File: src/rtl/cdb_arbiter.sv
// Round-robin arbiter that broadcasts at most one held functional-unit result per cycle
// on a registered common data bus. Each unit owns a one-entry holding register.
module cdb_arbiter #(
  parameter int NUM_REQ    = 4,
  parameter int TAG_WIDTH  = 4,
  parameter int DATA_WIDTH = 32,
  localparam int SRC_W     = $clog2(NUM_REQ),
  localparam int CNT_W     = $clog2(NUM_REQ + 1)
) (
  input  logic                          clk,
  input  logic                          rst,
  input  logic                          flush,
  input  logic [NUM_REQ-1:0]            in_valid,
  input  logic [NUM_REQ*TAG_WIDTH-1:0]  in_tag,
  input  logic [NUM_REQ*DATA_WIDTH-1:0] in_data,
  output logic [NUM_REQ-1:0]            in_ready,
  output logic                          cdb_valid,
  output logic [TAG_WIDTH-1:0]          cdb_tag,
  output logic [DATA_WIDTH-1:0]         cdb_data,
  output logic [SRC_W-1:0]              cdb_src,
  output logic [CNT_W-1:0]              pending_cnt
);

  localparam logic [SRC_W:0] NR = (SRC_W + 1)'(NUM_REQ);

  // Handshake: unit i transfers on a rising edge where in_valid[i] & in_ready[i];
  // the unit must hold in_tag/in_data stable until that transfer happens.

  logic [NUM_REQ-1:0]    hold_valid;
  logic [NUM_REQ-1:0]    hold_valid_nxt;
  logic [TAG_WIDTH-1:0]  hold_tag  [NUM_REQ];
  logic [DATA_WIDTH-1:0] hold_data [NUM_REQ];
  logic [SRC_W-1:0]      rr_ptr;
  logic [SRC_W-1:0]      rr_ptr_nxt;
  logic [SRC_W-1:0]      win_idx;
  logic [NUM_REQ-1:0]    win;
  logic [NUM_REQ-1:0]    xfer;
  logic                  has_win;
  logic [SRC_W:0]        scan;
  logic [CNT_W-1:0]      cnt_nxt;

  // Scan from rr_ptr upward, wrapping modulo NUM_REQ; first held entry wins.
  always_comb begin
    win     = '0;
    win_idx = '0;
    has_win = 1'b0;
    scan    = '0;
    for (int k = 0; k < NUM_REQ; k++) begin
      scan = {1'b0, rr_ptr} + (SRC_W + 1)'(k);
      if (scan >= NR) scan = scan - NR;
      if (!has_win && hold_valid[scan[SRC_W-1:0]]) begin
        has_win = 1'b1;
        win_idx = scan[SRC_W-1:0];
      end
    end
    if (has_win) win[win_idx] = 1'b1;
  end

  always_comb begin
    rr_ptr_nxt = win_idx + SRC_W'(1);
    if (win_idx == SRC_W'(NUM_REQ - 1)) rr_ptr_nxt = '0;
  end

  // A unit being broadcast this cycle may refill in the same cycle.
  assign in_ready       = (~hold_valid | win) & {NUM_REQ{~(rst | flush)}};
  assign xfer           = in_valid & in_ready;
  assign hold_valid_nxt = (hold_valid & ~win) | xfer;

  always_comb begin
    cnt_nxt = '0;
    for (int i = 0; i < NUM_REQ; i++) begin
      cnt_nxt = cnt_nxt + CNT_W'(hold_valid_nxt[i]);
    end
  end

  always_ff @(posedge clk) begin
    if (rst) begin
      hold_valid  <= '0;
      cdb_valid   <= 1'b0;
      cdb_tag     <= '0;
      cdb_data    <= '0;
      cdb_src     <= '0;
      rr_ptr      <= '0;
      pending_cnt <= '0;
    end else if (flush) begin
      hold_valid  <= '0;
      cdb_valid   <= 1'b0;
      pending_cnt <= '0;
    end else begin
      hold_valid  <= hold_valid_nxt;
      pending_cnt <= cnt_nxt;
      cdb_valid   <= has_win;
      if (has_win) begin
        cdb_tag  <= hold_tag[win_idx];
        cdb_data <= hold_data[win_idx];
        cdb_src  <= win_idx;
        rr_ptr   <= rr_ptr_nxt;
      end
    end
  end

  // Payload registers need no reset; hold_valid qualifies them.
  always_ff @(posedge clk) begin
    for (int i = 0; i < NUM_REQ; i++) begin
      if (xfer[i]) begin
        hold_tag[i]  <= in_tag[i*TAG_WIDTH +: TAG_WIDTH];
        hold_data[i] <= in_data[i*DATA_WIDTH +: DATA_WIDTH];
      end
    end
  end

endmodule

File: config.mk
export PLATFORM = sky130hd
export DESIGN_NAME = cdb_arbiter
export DESIGN_NICKNAME = d
export VERILOG_FILES = /design/src/rtl/cdb_arbiter.sv
export SDC_FILE = /design/constraint.sdc
export NUM_CORES = 1
export LEC_CHECK = 0
export ABC_AREA = 1
export BUFFER_PORTS_ARGS = -buffer_cell sky130_fd_sc_hd__buf_2
export CORE_MARGIN = 3
export CORE_UTILIZATION = 30
export CTS_CLUSTER_DIAMETER = 120
export DETAILED_ROUTE_END_ITERATION = 12
export GPL_ROUTABILITY_DRIVEN = 0
export REMOVE_ABC_BUFFERS = 1
export SETUP_SLACK_MARGIN = 0.5
export SKIP_CTS_REPAIR_TIMING = 1
export SLEW_MARGIN = 10
export SYNTH_ARGS = -nofsm -noshare
export SYNTH_HDL_FRONTEND = slang
export SYNTH_SLANG_ARGS = --single-unit
export TNS_END_PERCENT = 1
File: constraint.sdc
create_clock -name clk -period 4.4 [get_ports clk]
set_clock_uncertainty 0.2 [all_clocks]
set_input_delay 0.44 -clock clk [delete_from_list [all_inputs] [get_ports clk]]
set_output_delay 0.44 -clock clk [all_outputs]
set_load 0.02 [all_outputs]
==> impl_results.md, run 1 <==
* Remaining Overflow, GRT at 0
* Syn Area/Cell at 10.21 um^2
* Area Overhead vs Synth at 41.46%
* Critical path class: reg -> out
* Slew @ Worst Pin at 954.7 ps
* Setup TNS at 0 ps
* CP top delay family: simple AND/OR/NAND/NOR gates
* Multi-input gate area at 2141 um^2
* Register area at 5286 um^2
* Initial Utilization at 30.62%
* Total Routing Usage GR at 14.96%
* Row cnt at 59
* Htree depth at 4
* Fin crit period at 3551 ps
* Outcome: complete, no violations
* Placed wire-length estimate at 14.42 mm
* Synth Cell Area at 8025 um^2
* Yosys warns at 0
* Core area at 26210 um^2
* Rel. slew slack at 36.26%
* CP cell instances: inv_2 > nand2_1 > nand2_1 > nand2_1 > nand2_1 > nor2_4 > nand2_1 > nor2_1 > nor2_4 > inv_2 > buf_4 > ha_1 > a21oi_1 > nor2_1 > buf_2
* I/O pin count at 197
* Cells after synthesis at 786
* Hold/Removal Path Class: in -> reg
* Pin count of the biggest net entering global routing at 44
* Leakage at 5.035 nW
* Die X at 169.6 um
* DIE AREA at 28750 um^2
* Count of port buffers added during placement at 196
* Pwr per Cell Area at 540.8 nW/um^2
* Total power at 0.006139 W
* Initial DRC Count at 341
* Hold slack final at 28.17 ps
* Drt drc at 0
* WP data required at 3760 ps
* Worst r2r src: rr_ptr[0]$_SDFFE_PP0P_
* Antenna Violating Nets Remaining at 0
* Synth unique cells at 29
* Clk buf depth at 2
* CTS tree: yes
* Skew-Pair Late Insertion Delay at 420 ps
* Nets@finish at 1274
* Setup WS pre-CTS at 784.3 ps
* Synth Register Bits at 192
* Routed length per instance at 16.26 um
* RSZ-0062 raised after global routing: false
* Ant. Diodes at 0
* Worst path slowest cell: dfxtp_2
* Fmax at 281.6 MHz
* Final setup viols at 0
* Post-synthesis sequential area ratio at 65.86%
* Proportion of layout cells with a drive suffix above 1 at 24.14%
* Crit path arrival time at 2910 ps
* Initial antenna violation count at 0
* Via count at 6581
* Final hold violation count at 0
* Worst VDD drop at 0.2823 mV
* Worst path max stage delay at 480 ps
* Slew Viols, Final at 0
* Vias per cell at 4.489
* Die Y at 169.6 um
* Worst Setup SP: rr_ptr[0]$_SDFFE_PP0P_
* TritonRoute pass-1 iters at 5
* Startpoint types: flop
* Critical path buffers and inverters at 4
* Core Util, Final at 43.32%
* Vias in the first global route at 5789
* Root Buffer: clkbuf_16
* Maxcap violations at 0
* Worst setup margin at 849.3 ps
* Crit-path most repeated cell: nand2_1
* Num CTS Buffers at 17
* Hold wc startpoint: in_data[25]
* Tcrit/Tclk final at 80.70%
* Routed WL at 23.83 mm
* Clock transition at path regs at 70 ps
* Setup crit end kind: primary output
* Global-route wire length before repair at 32.77 mm
* CTS sink cnt at 192
* Fillers at 2461
* Top fanout value on the critical path at 37
power breakdown:
group | total (W) | internal, W | switching, W
clock network | 0.00158 | 0.000818 | 0.000761
logic | 0.00232 | 0.000754 | 0.00156
registers | 0.00224 | 0.00214 | 0.0000965
total | 0.00614 | 0.00372 | 0.00242
kinds of logic after synthesis:
kind of cell	share of synthesized area, %
AND/OR/NAND/NOR	21.94
flip-flops	65.86
buffers and inverters	7.827
AO/OA/AOI/OAI	3.508
adder cells (fa/ha/maj)	0.8731
synth_stat cells, drive strengths merged:
| master | count | area [um^2] |
|---|---|---|
| edfxtp | 144 | 4324 |
| o21ai | 10 | 50.05 |
| ha | 4 | 50.05 |
| nand3 | 150 | 808.3 |
| inv | 98 | 367.8 |
| fa | 1 | 20.02 |
| o21a | 1 | 7.510 |
| and2 | 1 | 6.260 |
| nor2 | 84 | 327.8 |
| a31oi | 1 | 6.260 |
| dfxtp | 48 | 960.9 |
| buf | 27 | 196.4 |
| clkbuf | 15 | 56.30 |
| o211ai | 1 | 7.510 |
| a21oi | 42 | 210.2 |
| clkinv | 2 | 7.510 |
| nand2 | 153 | 591.8 |
| nand4 | 1 | 6.260 |
| nor3 | 3 | 20.02 |
cells in the final DEF, fill, tap and decap left out, types with 2 or more instances in the layout:
cell	n
dfxtp_1	47
buf_4	17
nor3_2	2
inv_1	93
a21oi_1	42
buf_2	196
nand3_1	140
nor2_1	80
inv_8	4
ha_1	4
inv_6	3
inv_2	6
clkinv_8	3
edfxtp_1	144
nand2_1	148
o21ai_0	10
nand2_2	4
nor2_4	3
dlygate4sd3_1	142
clkbuf_16	17
nand3_2	9
final timing paths:
path                                      to  slack [ps]  cells after the start
setup / recovery                 in_ready[2]         850                     15
hold / removal    hold_data[0][25]$_DFFE_PP_          30                      1
hold reg to reg     cdb_data[6]$_SDFFE_PP0P_         300                      2
setup reg to reg   pending_cnt[1]$_SDFF_PP0_         910                     17
metal layers:
metal	vias up	share of wire [%]	track usage, %
met5	-	0	0
li1	3265	-	-
met4	0	1.0	3.734
met3	18	4.9	3.378
met2	197	51	25.26
met1	3101	43	19.63
sequential cells by signal, indices dropped and copies added, names as in the netlist:
name         count
cdb_data        32
cdb_src          2
cdb_tag          4
cdb_valid        1
hold_data      128
hold_tag        16
hold_valid       4
pending_cnt      3
rr_ptr           2
area by class of cell:
type | count | area share (%)
Sequential cell | 192 | 46.57
Timing Repair Buffer | 355 | 22.29
Multi-Input combinational cell | 452 | 18.86
Clock buffer | 18 | 3.780
Tap cell | 335 | 3.692
Inverter | 100 | 3.307
Clock inverter | 14 | 1.510
worst reg2reg max path: stages (launching register included):
cell,delay [ps]
dfxtp_2,480
inv_2,130
nand2_1,90
nand2_1,90
nand2_1,110
o21a_1,180
nand3_4,130
nand2_4,100
nand2_2,80
inv_2,340
nand3_1,120
nand2_1,120
o21ai_0,130
fa_1,510
ha_1,200
ha_1,270
inv_1,50
nor2_1,40
stage by stage:
step                      instances  area [um^2]
after floorplan                 744         7772
after global placement         1292         9329
after detailed placement       1292         9329
after CTS                      1324         9930
after global routing           1466        11350
final                          1466        11350
Note: power is estimated with default switching activity, not from simulation.
==> run 2: changes to the inputs <==
--- a/config.mk
+++ b/config.mk
@@ -5,7 +5,7 @@
 export SDC_FILE = /design/constraint.sdc
 export NUM_CORES = 1
 export LEC_CHECK = 0
-export ABC_AREA = 1
+export ABC_AREA = 0
 export BUFFER_PORTS_ARGS = -buffer_cell sky130_fd_sc_hd__buf_2
 export CORE_MARGIN = 3
 export CORE_UTILIZATION = 30
==> constraint.sdc (replaced) <==
create_clock -name clk -period 3.6 [get_ports clk]
set_clock_uncertainty 0.2 [all_clocks]
set_input_delay 0.36 -clock clk [delete_from_list [all_inputs] [get_ports clk]]
set_output_delay 0.36 -clock clk [all_outputs]
set_load 0.02 [all_outputs]
==> impl_results.md, run 2 <==
* Outcome: complete, no violations
* Worst VDD drop at 0.2570 mV (-9.0%)
* Final setup viols at 0 (unchanged)
* Proportion of layout cells with a drive suffix above 1 at 31.79% (+7.7 points)
* Vias in the first global route at 4806 (-17%)
* Setup WS pre-CTS at 658.6 ps (-125.7 ps)
* Tcrit/Tclk final at 82.24%
* RSZ-0062 raised after global routing: false
* Synth top cells by count: edfxtp_1, mux2i_1, dfxtp_1
* Pin count of the biggest net entering global routing at 39 (-11%)
* Top cell type by total area after synthesis: edfxtp_1
* Slew Viols, Final at 0 (unchanged)
* Final hold violation count at 0 (unchanged)
* Startpoint types: flop
* Synth Register Bits at 192 (unchanged)
* Crit path arrival time at 3080 ps (+170 ps)
* Maxcap violations at 0 (unchanged)
* Rel. slew slack at 28.48% (-7.8 points)
* Worst path slowest cell: fa_1
* Area Overhead vs Synth at 47.14%
* Slew @ Worst Pin at 1073 ps (+118.1 ps)
* Ys async rst share at 0% (unchanged)
* Worst path max stage delay at 470 ps (about the same)
* Synth Area in Compound Gates at 6.281% (+2.8 points)
* Root Buffer: clkbuf_16
* Pwr per Cell Area at 466.3 nW/um^2 (-14%)
* Syn Area/Cell at 16.90 um^2 (+66%)
* Fin crit period at 2961 ps
* Mux share of post-synthesis cell area at 10.68% (+11 points)
* Routed length per instance at 17.68 um (+8.7%)
* Worst setup margin at 639.2 ps (-210.1 ps)
* Die Y at 159.1 um (-6.2%)
* Most common cell in the netlist: edfxtp_1
* Clk buf depth at 2 (unchanged)
* Placed wire-length estimate at 11.69 mm (-19%)
* CTS tree: yes
* Leakage at 4.019 nW (-20%)
* Row cnt at 55 (-6.8%)
* Simple-Gate Fraction of Synth Area at 4.359% (-18 points)
* Fmax at 337.8 MHz
* Total Routing Usage GR at 13.57% (-1.4 points)
* Commonest non-fill, non-tap cell in the layout: buf_2
* I/O pin count at 197 (unchanged)
* Global-route wire length before repair at 26.69 mm (-19%)
* Core Util, Final at 45.28% (+2.0 points)
* CP top delay family: adder cells
* Area share of fa/ha/maj cells after synthesis at 0.9964% (+0.12 points)
* DIE AREA at 25310 um^2 (-12%)
* Core area at 22850 um^2 (-13%)
* Post-Synth XOR/XNOR Area at 0% (unchanged)
* Synth Flop Type: edfxtp_1
* Largest family of logic cells by synthesized area: multiplexers
* Reg with most FFs: hold_data
* Initial Utilization at 30.78% (+0.15 points)
* Critical path buffers and inverters at 2 (-2)
* Drt drc at 0 (unchanged)
* Ant. Diodes at 0 (unchanged)
* Vias per cell at 4.524 (+0.77%)
* Top fanout value on the critical path at 6 (-84%)
* Clock transition at path regs at 70 ps (about the same)
* Ranking of synthesized cells by area: edfxtp_1, dfxtp_1, mux2i_1, o221ai_1, nand2_1
* Die X at 159.1 um (-6.2%)
* Yosys warns at 0 (unchanged)
* Antenna Violating Nets Remaining at 0 (unchanged)
* Post-synthesis sequential area ratio at 75.16% (+9.3 points)
* Synth Cell Area at 7032 um^2 (-12%)
* Setup crit end kind: flop
* Count of port buffers added during placement at 196 (unchanged)
* Total power at 0.004824 W (-21%)
* Most frequent cells in the layout: buf_2, dlygate4sd3_1, edfxtp_1
* Max reg flops at 128 (unchanged)
* WP data required at 3710 ps (-50 ps)
* Initial antenna violation count at 0 (unchanged)
* CP cell instances: inv_1 > o22ai_1 > a211oi_4 > inv_2 > o21a_1 > nand2b_1 > fa_1 > ha_1 > ha_1 > and2_1
* Initial DRC Count at 295 (-13%)
* CTS sink cnt at 192 (unchanged)
* Routed WL at 19.27 mm (-19%)
* Hold/Removal Path Class: in -> reg
* Crit-path most repeated cell: ha_1
* Cells after synthesis at 416 (-47%)
* Htree depth at 4 (unchanged)
* Critical path class: reg -> reg
* Num CTS Buffers at 17 (unchanged)
* Nets@finish at 920 (-28%)
* Remaining Overflow, GRT at 0 (unchanged)
* Largest regs: hold_data (128), cdb_data (32), hold_tag (16)
* Skew-Pair Late Insertion Delay at 420 ps (about the same)
* EDFF count, synth at 144 (unchanged)
* Via count at 4931 (-25%)
* TritonRoute pass-1 iters at 5 (unchanged)
* Area share of the largest cell type after synthesis at 61.49% (+7.6 points)
* Synth unique cells at 34 (+17%)
[run 2: power by group]
part	internal (W)	switching, W
Sequential	0.00247	0.0000340
Clock	0.000905	0.000860
Combinational	0.000278	0.000276
[run 2: logic make-up (layout without fill, tap and decap cells)]
kind of cell | Yosys count | in the layout
AO/OA/AOI/OAI | 51 | 51
buffers and inverters | 24 | 385
multiplexers | 75 | 75
flip-flops | 192 | 192
AND/OR/NAND/NOR | 69 | 69
adder cells (fa/ha/maj) | 5 | 5
[run 2: path summary, 6_finish.rpt]
check / from / end / slack [ps] / cells past startpoint
setup reg to reg: hold_valid[2]$_SDFF_PP0_ / pending_cnt[1]$_SDFF_PP0_ / 640 / 10
hold / removal: in_valid[3] / hold_valid[3]$_SDFF_PP0_ / 20 / 3
setup / recovery: hold_valid[2]$_SDFF_PP0_ / pending_cnt[1]$_SDFF_PP0_ / 640 / 10
hold reg to reg: cdb_data[10]$_SDFFE_PP0P_ / cdb_data[10]$_SDFFE_PP0P_ / 260 / 2
[run 2: final cells by class]
type                    count  area [um^2]
repair buffers            349         2520
clock inverters            13        107.6
well taps                 313        391.6
flip-flops and latches    192         5285
inverters                   4        15.01
multi-input cells         200         1594
fillers                  1997        12500
clock buffers              19        432.9
[run 2: worst min-delay path: stages]
cell and delay, ps:
buf_2 120, nor2_1 50, nor2_1 70
[run 2: through the flow]
step	hold slack, ps	cell area [um^2]	instances	TNS [ps]
6_report	24.94	10350	1090	0
3_3_place_gp	241.5	8344	912	0
3_5_place_dp	244.1	8344	912	0
2_1_floorplan	232.4	6869	396	-235900
5_1_grt	19.78	10350	1090	0
4_1_cts	-121.2	8885	944	0
[run 2: layer usage]
layer	global-route usage [%]	vias up	share of wire [%]
met5	0	-	0
met4	3.820	0	1.6
met3	4.058	26	5.1
met2	23.09	202	51
met1	16.85	2404	42
li1	-	2299	-
